**config.mk**
```make
export PLATFORM = sky130hd
export DESIGN_NAME = freq_divider_prog
export DESIGN_NICKNAME = d
export VERILOG_FILES = /design/src/rtl/freq_divider_prog.sv
export SDC_FILE = /design/constraint.sdc
export NUM_CORES = 1
export LEC_CHECK = 0
export BUFFER_PORTS_ARGS = -buffer_cell sky130_fd_sc_hd__buf_4
export CAP_MARGIN = 30
export CORE_ASPECT_RATIO = 1.75
export CORE_UTILIZATION = 60
export CTS_CLUSTER_SIZE = 8
export DETAILED_ROUTE_END_ITERATION = 10
export GPL_ROUTABILITY_DRIVEN = 0
export PLACE_DENSITY = 0.8
export SETUP_SLACK_MARGIN = 0.02
export SLEW_MARGIN = 30
export SYNTH_ARGS = -nofsm -noshare
export SYNTH_HDL_FRONTEND = slang
export SYNTH_SLANG_ARGS = --single-unit
```
**constraint.sdc**
```tcl
create_clock -name clk_in -period 13.2 [get_ports clk_in]
set_input_delay 0 -clock clk_in [delete_from_list [all_inputs] [get_ports clk_in]]
set_output_delay 0 -clock clk_in [all_outputs]
set_load 0.01 [all_outputs]
```
**src/rtl/freq_divider_prog.sv**
```systemverilog
// Runtime-programmable integer clock divider: N-cycle period, near-50% duty clk_out,
// one-cycle tick on the last count, divisor changes applied only at period boundaries.
module freq_divider_prog #(
  parameter int DIV_W   = 16,
  parameter int DEF_DIV = 4
) (
  input  logic             clk_in,
  input  logic             rst,
  input  logic             en,
  input  logic [DIV_W-1:0] div_val,
  input  logic             div_load,
  input  logic             phase_clr,
  output logic             clk_out,
  output logic             tick,
  output logic             load_pending,
  output logic [DIV_W-1:0] div_active
);

  localparam logic [DIV_W-1:0] DEF_N = DIV_W'(DEF_DIV);

  logic [DIV_W-1:0] cnt;
  logic [DIV_W-1:0] shadow;
  logic             wrap;
  logic [DIV_W-1:0] n_wrap;
  logic [DIV_W-1:0] n_next;
  logic [DIV_W-1:0] cnt_next;

  // ceil(n/2), one bit wider so n = 2^DIV_W-1 does not overflow
  function automatic logic [DIV_W:0] half_up(input logic [DIV_W-1:0] n);
    return ({1'b0, n} + (DIV_W+1)'(1)) >> 1;
  endfunction

  function automatic logic clk_level(input logic [DIV_W-1:0] n, input logic [DIV_W-1:0] c);
    return (n != '0) && ({1'b0, c} < half_up(n));
  endfunction

  function automatic logic last_count(input logic [DIV_W-1:0] n, input logic [DIV_W-1:0] c);
    return (n != '0) && (c == n - DIV_W'(1));
  endfunction

  always_comb begin
    wrap     = (div_active == '0) || (cnt == div_active - DIV_W'(1)) || phase_clr;
    n_wrap   = div_active;
    if (div_load)
      n_wrap = div_val;
    else if (load_pending)
      n_wrap = shadow;
    n_next   = wrap ? n_wrap : div_active;
    cnt_next = wrap ? '0 : cnt + DIV_W'(1);
  end

  always_ff @(posedge clk_in) begin
    if (rst) begin
      cnt          <= '0;
      div_active   <= DEF_N;
      shadow       <= DEF_N;
      load_pending <= 1'b0;
      clk_out      <= 1'b0;
      tick         <= 1'b0;
    end else begin
      // shadow keeps capturing loads even while frozen
      if (div_load)
        shadow <= div_val;
      if (en) begin
        cnt        <= cnt_next;
        div_active <= n_next;
        clk_out    <= clk_level(n_next, cnt_next);
        tick       <= last_count(n_next, cnt_next);
        if (wrap)
          load_pending <= 1'b0;
        else if (div_load)
          load_pending <= 1'b1;
      end else begin
        tick <= 1'b0;
        if (div_load)
          load_pending <= 1'b1;
      end
    end
  end

endmodule

```
==> results.md <==
* Setup Total Neg Slack at 0 ps
* Power, Total at 445 uW
* Violation count after the first detailed-route iteration at 414
* Final nets at ~690
* Combinational share of power at 0.313
* Worst Hold Path Cells at 4
* FF+latch area at 1020 sq um
* Average cell area after synthesis at ~7.6 sq um
* Via count of the first global-routing pass at roughly 4.5k
* Terminus of the critical flop-to-flop path: clk_out$_SDFFE_PP0P_
* Synth area leader: sky130_fd_sc_hd__dfxtp_1
* Endpoints failing hold at 0
* Number of storage elements in the synthesis netlist at slightly above 50
* Category of the worst setup path capture point: register
* Worst setup slack for register-to-register paths at ~6800 ps
* Std-Cell Core Area at roughly 7900 sq um
* Total routing resource utilization after global routing at 0.347
* Worst clock skew at a little under 6 ps
* PostCTS Resize Cnt at 0
* Remaining global-route overflow at 0
* Gate count after technology mapping at 640
* Type of the worst min-delay path: in -> reg
* Sequential group share of total power at 0.383
* Worst-case vdd ir drop at between 0.06 and 0.07 mV
* Cell chosen for the clock root: sky130_fd_sc_hd__clkbuf_16
* Outcome: completed
* Routed WL at 14,400 microns
* Post-placement setup slack at 6940 ps
* H-tree depth reported by CTS at 2
* CTS hold repair buffers at 15
* IO Pins at 40
* Total half-perimeter wirelength after legalization and detailed placement at roughly 11,000 microns
* Fraction of the yosys area taken by sequential cells at 0.211
* Most common flop cell mapped by yosys: sky130_fd_sc_hd__dfxtp_1
* Post-CTS clock slew at the launch and capture registers of the worst setup and hold paths at roughly 70 ps
* Total Die Area at 8450 sq um
* Synth warn at 0
* Vias per inst at 6.62
* Overall via count from detail_route at between 4k and 5k
* Most frequent cells in the layout: 90 x sky130_fd_sc_hd__nand2_1, 56 x sky130_fd_sc_hd__nor2_1, 50 x sky130_fd_sc_hd__dfxtp_1
* Min Tclk post-route at around 6400 ps
* Number of maximum-capacitance violations at 0
* LEAKAGE at between 0.002 and 0.0025 uW
* Internal portion of total power at about 290 uW
* Vertical extent of the die at ~120 microns
* Top-area cell type share of the netlist area at 0.211
* Switching fraction of total power at 0.357
* Port-buffer cells at 39
* Number of search-and-repair iterations in the first detailed-routing pass at 6
* Worst EP arrival at 6650 ps
* Required time at the worst-slack endpoint at around 13,000 ps
* Number of nets with antenna violations after routing at 0
* Post-detailed-route DRC marker count at 0
* Largest net degree at the start of global routing at 52
* Switching power at between 150 and 200 uW
* Number of cell rows at 43
* Sinks on the clock net at just over 50
* Top post-synthesis cells by area: sky130_fd_sc_hd__dfxtp_1 21%, sky130_fd_sc_hd__mux2i_1 7.9%, sky130_fd_sc_hd__nand2_1 7.0%
* Layout Area Growth over Synthesis at 9.07%
* Critical Path Source Type: register
* Proportion of layout cells with a drive suffix above 1 at 0.117
* Number of buffers created by CTS at 5
* Starting density of the core at 0.617
* Max-slew headroom at 0.520
* Number of diodes at 0
* Max-slew violation count at 0
* Commonest non-fill, non-tap cell in the layout: sky130_fd_sc_hd__nand2_1
* Syn nets at 681
* Power density normalized to cell area at between 80 and 90 nW/um^2
* Worst setup path class: reg -> reg
* Setup Buffers After CTS at 0
* Share of async-settable or async-resettable flops after synthesis at 0
* Fill cell count at approximately 670
* Average routed wire per standard cell at slightly below 20 microns
* TritonCTS clock tree: built
* Number of synthesized flops with an enable pin at 0
* Hold path start: div_val[15]
* Final cycle utilization of the critical path at 0.485
* Global-route wire length before repair at ~23,000 microns
* Clock latency on the worst-skew pair at approximately 300 ps
* Die Wd at approximately 70 microns
* Netlist area before placement at 4840 sq um
* Maximum clock frequency at 156 MHz
* End point of the most critical hold path: shadow[15]$_SDFFE_PP0P_
* PnR worst setup slack at about 6800 ps
* Clk pwr share at 0.303
* Worst reg2reg path startpoint: div_active[0]$_SDFFE_PP0P_
* Max Root-Sink Buffers at 2
* Count of endpoints failing setup in the final report at 0
* Post-synthesis cell type count at 76
* Largest fanout of any net on the critical path at slightly above 50
* Unrepaired setup endpoints after global routing: false
* Depth of the worst register-to-register path at 27
* Slew of the pin with the lowest slew margin at between 700 and 800 ps
* Antenna violations before repair at 0
* Combined area of the multi-input logic cells at ~3500 sq um
[power groups by stage]
stage	Clock, uW	Combinational (uW)	Sequential, uW
2_1_floorplan	0	105	168
3_3_place_gp	0	128	173
3_5_place_dp	0	131	174
4_1_cts	136	135	170
5_1_grt	141	150	172
6_report	135	139	171
[cell usage after synthesis (4+ instances only)]
cell                       instances
sky130_fd_sc_hd__nor2b_1           6
sky130_fd_sc_hd__nor3b_1           6
sky130_fd_sc_hd__and2_1            5
sky130_fd_sc_hd__nand4_1          10
sky130_fd_sc_hd__clkbuf_1         32
sky130_fd_sc_hd__nand2b_1          7
sky130_fd_sc_hd__and3_1            5
sky130_fd_sc_hd__a21o_1            7
sky130_fd_sc_hd__buf_2            12
sky130_fd_sc_hd__buf_6             7
sky130_fd_sc_hd__nor3_2            4
sky130_fd_sc_hd__ha_1             20
sky130_fd_sc_hd__a21oi_1          44
sky130_fd_sc_hd__dfxtp_1          51
sky130_fd_sc_hd__xnor2_1          31
sky130_fd_sc_hd__o21ai_1           4
sky130_fd_sc_hd__a21boi_0          4
sky130_fd_sc_hd__nor2_1           56
sky130_fd_sc_hd__nand2_1          90
sky130_fd_sc_hd__and4_1            5
sky130_fd_sc_hd__nor4_1            6
sky130_fd_sc_hd__inv_1            10
sky130_fd_sc_hd__xor2_1           31
sky130_fd_sc_hd__a31oi_1           6
sky130_fd_sc_hd__o21ai_0          28
sky130_fd_sc_hd__nand3_1          16
sky130_fd_sc_hd__or4_1             4
sky130_fd_sc_hd__mux2i_1          38
sky130_fd_sc_hd__or3_1             5
sky130_fd_sc_hd__nor3_1           19
[layer usage]
metal	GRT usage	wire [microns]	vias up
li1	-	-	2285
met1	0.402	5240	2232
met2	0.594	7020	289
met3	0.0523	1080	87
met4	0.210	1020	0
met5	0	0	-
[registers in the layout, indices dropped and copies added, names as in the netlist]
signal,count
div_active,16
load_pending,1
cnt,16
clk_out,1
tick,1
shadow,16
[through the flow]
stage                     instances  cell area, sq um  utilization  hold WS [ps]
final                           739              5280        0.673          89.1
after global routing            739              5280        0.673           118
after CTS                       739              5280        0.673          86.8
after detailed placement        716              4990        0.635           257
after global placement          716              4990        0.635           247
after floorplan                 640              4840            -           126
[kinds of logic (layout without fill, tap and decap cells)]
group                    after synthesis  in the layout  synth area share
AO/OA/AOI/OAI                        130            130             0.179
XOR/XNOR                              63             63             0.117
adder cells (fa/ha/maj)               20             20            0.0517
buffers and inverters                 65             74            0.0643
flip-flops                            51             51             0.211
multiplexers                          41             41            0.0863
AND/OR/NAND/NOR                      270            270             0.291
[layout make-up]
class	count	share of cell area
multi-input combinational	524	0.665
sequential	51	0.193
timing repair buffer	55	0.0852
clock buffer	6	0.0244
tap	90	0.0213
inverter	11	0.00781
clock inverter	2	0.00308
[worst max-delay path, stage by stage (launching register included)]
cell,delay [ps]
sky130_fd_sc_hd__dfxtp_1,370
sky130_fd_sc_hd__inv_1,100
sky130_fd_sc_hd__ha_1,200
sky130_fd_sc_hd__or4b_1,640
sky130_fd_sc_hd__o41ai_1,440
sky130_fd_sc_hd__o32ai_2,150
sky130_fd_sc_hd__o21ai_2,240
sky130_fd_sc_hd__nand4_4,170
sky130_fd_sc_hd__nand2_4,490
sky130_fd_sc_hd__a21oi_2,170
sky130_fd_sc_hd__inv_1,130
sky130_fd_sc_hd__ha_1,250
sky130_fd_sc_hd__or4b_1,640
sky130_fd_sc_hd__nor2_2,180
sky130_fd_sc_hd__xnor2_1,130
sky130_fd_sc_hd__a2bb2oi_1,80
sky130_fd_sc_hd__ha_1,310
sky130_fd_sc_hd__a21o_1,180
sky130_fd_sc_hd__a21o_1,170
sky130_fd_sc_hd__a21oi_1,140
sky130_fd_sc_hd__nor2b_1,60
sky130_fd_sc_hd__o21ai_0,170
sky130_fd_sc_hd__nand2b_1,80
sky130_fd_sc_hd__a21oi_1,150
sky130_fd_sc_hd__nor2b_1,70
sky130_fd_sc_hd__a2111oi_0,390
sky130_fd_sc_hd__a31oi_1,130
sky130_fd_sc_hd__nor2_1,90
[worst max path at each step]
stage | startpoint | slack (ps) | cells past startpoint | end
6_report | div_active[0]$_SDFFE_PP0P_ | 6790 | 27 | clk_out$_SDFFE_PP0P_
5_1_grt | div_active[0]$_SDFFE_PP0P_ | 6280 | 27 | clk_out$_SDFFE_PP0P_
4_1_cts | div_active[0]$_SDFFE_PP0P_ | 6930 | 27 | clk_out$_SDFFE_PP0P_
3_5_place_dp | div_active[7]$_SDFFE_PP0P_ | 6940 | 25 | clk_out$_SDFFE_PP0P_
3_3_place_gp | div_active[0]$_SDFFE_PP0P_ | 7280 | 27 | clk_out$_SDFFE_PP0P_
2_1_floorplan | div_active[0]$_SDFFE_PP0P_ | 7920 | 30 | clk_out$_SDFFE_PP0P_
Note: power is estimated with default switching activity, not from simulation.
